$ cat src/rtl/event_encoder4_to2.sv
//==============================================================================
// Module  : event_encoder4_to2
// Brief   : Latches rising edges on four request lines and issues them one at
//           a time as a 2-bit code on a valid/ready port, round-robin fair.
// Revision: 1.0
//==============================================================================
`default_nettype none

module event_encoder4_to2 (
  input  logic       clk,
  input  logic       rst,
  input  logic       En,
  input  logic [3:0] d,
  input  logic       ready,
  output logic [1:0] q,
  output logic       valid,
  output logic [3:0] pend,
  output logic       lost
);

  localparam logic [3:0] c_one_hot_base = 4'b0001;

  logic [3:0] d_prev_q, d_prev_d;
  logic [3:0] pend_q, pend_d;
  logic [1:0] ptr_q, ptr_d;
  logic [1:0] q_q, q_d;
  logic       valid_q, valid_d;
  logic       lost_q, lost_d;

  logic [3:0] w_rise;
  logic [3:0] w_clr;
  logic       w_load;
  logic       w_found;
  logic       w_issue;
  logic [1:0] w_sel;
  logic [1:0] w_idx;

  // Round-robin search starts at ptr and wraps 3->0; the first hit wins.
  always_comb begin
    w_sel   = 2'b00;
    w_found = 1'b0;
    w_idx   = 2'b00;
    for (int k = 0; k < 4; k++) begin
      w_idx = ptr_q + 2'(k);
      if (!w_found && pend_q[w_idx]) begin
        w_sel   = w_idx;
        w_found = 1'b1;
      end
    end
  end

  always_comb begin
    w_rise   = d & ~d_prev_q & {4{En}};
    w_load   = ~valid_q | ready;
    w_issue  = w_load & w_found;
    w_clr    = w_issue ? (c_one_hot_base << w_sel) : 4'b0000;

    d_prev_d = d;
    // A rise on the line being issued this cycle re-arms it: set beats clear.
    pend_d   = (pend_q & ~w_clr) | w_rise;
    lost_d   = |(w_rise & pend_q & ~w_clr);

    q_d      = q_q;
    valid_d  = valid_q;
    ptr_d    = ptr_q;
    if (w_load) begin
      valid_d = w_found;
      if (w_found) begin
        q_d   = w_sel;
        ptr_d = w_sel + 2'd1;
      end
    end
  end

  always_ff @(posedge clk or posedge rst) begin
    if (rst) begin
      d_prev_q <= 4'b0000;
      pend_q   <= 4'b0000;
      ptr_q    <= 2'b00;
      q_q      <= 2'b00;
      valid_q  <= 1'b0;
      lost_q   <= 1'b0;
    end else begin
      d_prev_q <= d_prev_d;
      pend_q   <= pend_d;
      ptr_q    <= ptr_d;
      q_q      <= q_d;
      valid_q  <= valid_d;
      lost_q   <= lost_d;
    end
  end

  assign q     = q_q;
  assign valid = valid_q;
  assign pend  = pend_q;
  assign lost  = lost_q;

endmodule

`default_nettype wire

$ cat config.mk
export PLATFORM = sky130hd
export DESIGN_NAME = event_encoder4_to2
export DESIGN_NICKNAME = d
export VERILOG_FILES = /design/src/rtl/event_encoder4_to2.sv
export SDC_FILE = /design/constraint.sdc
export NUM_CORES = 1
export LEC_CHECK = 0
export ABC_AREA = 1
export ABC_CLOCK_PERIOD_IN_PS = 2400
export CAP_MARGIN = 20
export CORE_ASPECT_RATIO = 0.8
export CORE_MARGIN = 3
export CORE_UTILIZATION = 45
export DETAILED_ROUTE_END_ITERATION = 8
export GPL_ROUTABILITY_DRIVEN = 0
export GPL_TIMING_DRIVEN = 0
export PLACE_DENSITY = 0.69
export SETUP_SLACK_MARGIN = 0.1
export SLEW_MARGIN = 20
export SYNTH_ARGS = -nofsm -noshare
export SYNTH_HDL_FRONTEND = slang
export SYNTH_SLANG_ARGS = --single-unit
$ cat constraint.sdc
create_clock -name clk -period 2.4 [get_ports clk]
set_input_delay 0.36 -clock clk [delete_from_list [all_inputs] [get_ports clk]]
set_output_delay 0.36 -clock clk [all_outputs]
set_load 0.02 [all_outputs]
==> reports/metrics.csv <==
metric,value,unit
clock_sinks,14,
fin_crit_sh,83.1,%
synth_nets,129,
clock_tree.buffer_depth,2,
core_area,1940,µm²
crit_top_cell,nand2_1,
ioPinCount,16,
port_buffers,15,
num_rows,14,
drive_gt1_share,24.3,%
netlist-cell-type-count,21,
yosys.area.top_type,dfrtp_1,
fp.dieArea,2710,µm²
grt_remaining_overflow,0,
cp_cell_sequence,"buf_6, nand2_1, nand2_2, nand2_4, nand2_4, nor2_8, nand3_2, nand3_1, nand2_1, inv_1, ha_1, nand3_1, nand2_1, nand2_1, inv_1, nand2_1",
post_cts_buffers,0,
end_kind,flop,
clk_latency,280,ps
clkSlewWorstSetupHoldPaths,80,ps
hold_viol_final,0,
num_vias,770,
arrival,2170,ps
viasPerCell,4.81,
rsz0062_at_grt,false,
tightest_slew,510,ps
cpPeakStageDelay,410,ps
finalCriticalPeriod,1990,ps
fin_nets,149,
initial_core_util,49.0,%
slowest_stage,dfrtp_1,
crit_fanout,10,
cts_inserted_buffers,3,
grt_max_degree,15,
cts_tree,done,
cts.repair.resized,0,
insertedDiodeCount,0,
avgRoutedWirePerCell,11.5,µm
ys_warn_count,0,
cts-root-buf,clkbuf_4,
fin_setup_tns,0,ps
outcome,completed,
hpwl,1470,µm
detail-route-antenna-nets,0,
rr_worst_depth,16,
avgSynthCellArea,8.15,µm²
ctsHtreeMaxLevel,1,
wl,1840,µm
grt_antenna_before_repair,0,
max_freq,501,MHz
postSynthCellCount,117,
synth_top_area_share,36.7,%
grt_pass1_wl,3180,µm
slew_violations,0,
rr_endpoint,lost,
seq_area_frac_synth,36.7,%
hold_path_class,in2async,
worstSetupPathType,reg2reg,
grtUsageTotal,16.3,%
ys_ff_latch,14,
maxSlewHeadroom,66.0,%
crit_required,2570,ps
die_h,47.2,µm
cp-start-kind,flop,
drt_iter0_markers,13,
drt_first_pass_iters,4,
finalSetupViolCount,0,
cap_viol_max_count,0,
first_global_vias,697,
syn_to_final_growth,22.7,%
holdWs,407,ps
finClkSkew,8.55,ps
chipWidth,57.5,µm
ctsHoldBuffers,0,
synth_area_leaders,"dfrtp_1 (37%), nand2_1 (15%), nand2_4 (8.3%), ha_1 (5.2%), nand2_2 (3.9%)",
drc,0,
r2r-start,ptr_q[0],
netlist_area,953,µm²
r2r_slack,410,ps
[worst max-delay path: cells and delay by family (launching register included)]
kind | cells | cell delay [ps]
fa+ha+maj | 1 | 150
buf+inv | 3 | 320
flops | 1 | 410
simple gates | 12 | 1000
[cells by family after synthesis]
group	after synthesis	synth area share, %
flip-flops	14	36.7
adder cells (fa/ha/maj)	4	5.25
AND/OR/NAND/NOR	74	44.8
AO/OA/AOI/OAI	9	6.17
buffers and inverters	16	7.09
[cells in the mapped netlist]
cell type,n
nand2_1,39
dfrtp_1,14
inv_1,9
nand2_4,7
inv_2,6
nand2_2,6
nand3_1,6
nor2_1,5
ha_1,4
nand3b_1,4
nand3_2,3
o21ai_1,3
o21ai_2,3
a21oi_1,1
buf_6,1
nand3_4,1
nand4_1,1
nor2_4,1
nor2_8,1
o211ai_1,1
o21ai_0,1
[cells in the final DEF (no fill, tap or decap), types with 3 or more instances in the layout]
master and instances:
clkbuf_4 3, clkdlybuf4s50_1 15, dfrtp_1 14, ha_1 4
inv_1 9, inv_2 6, nand2_1 39, nand2_2 6
nand2_4 7, nand3_1 6, nand3_2 3, nand3b_1 4
nor2_1 5, o21ai_1 3, o21ai_2 3
[per-stage QoR]
step | setup WS (ps) | utilization [%] | instance area, µm² | cells
global placement | 481 | 58.3 | 1130 | 156
global route | 246 | 60.2 | 1170 | 160
floorplan | 610 | - | 953 | 117
CTS | 388 | 60.2 | 1170 | 160
detailed placement | 412 | 58.3 | 1130 | 156
finish | 405 | 60.2 | 1170 | 160
[registers in the layout (all words and copies together) (netlist names)]
| signal | flops |
|---|---|
| ptr_q | 2 |
| lost | 1 |
| valid | 1 |
| q | 2 |
| d_prev_q | 4 |
| pend | 4 |
[worst max path at each step]
stage              from   end  slack, ps
3_3_place_gp   ptr_q[0]  lost        480
3_5_place_dp   ptr_q[0]  lost        410
2_1_floorplan   pend[0]  lost        610
5_1_grt        ptr_q[0]  lost        250
6_report       ptr_q[0]  lost        410
4_1_cts        ptr_q[0]  lost        390
[final cells by class]
type / count / area [µm²]
clock buffer: 4 / 36.3
timing repair buffer: 15 / 150
buffer: 1 / 11.3
sequential: 14 / 350
tap: 24 / 30.0
fill: 186 / 774
multi-input combinational: 87 / 536
inverter: 15 / 56.3
[metal layers]
| layer | global-route usage [%] | part of all wire, % |
|---|---|---|
| met5 | 0 | 0 |
| met4 | 6.94 | 0.43 |
| met3 | 6.04 | 4.6 |
| met2 | 26.6 | 46 |
| met1 | 19.9 | 49 |
Power is left out: the tool's default activity adds up to more than one toggle a clock period on the data nets, which glitch-free logic cannot reach.
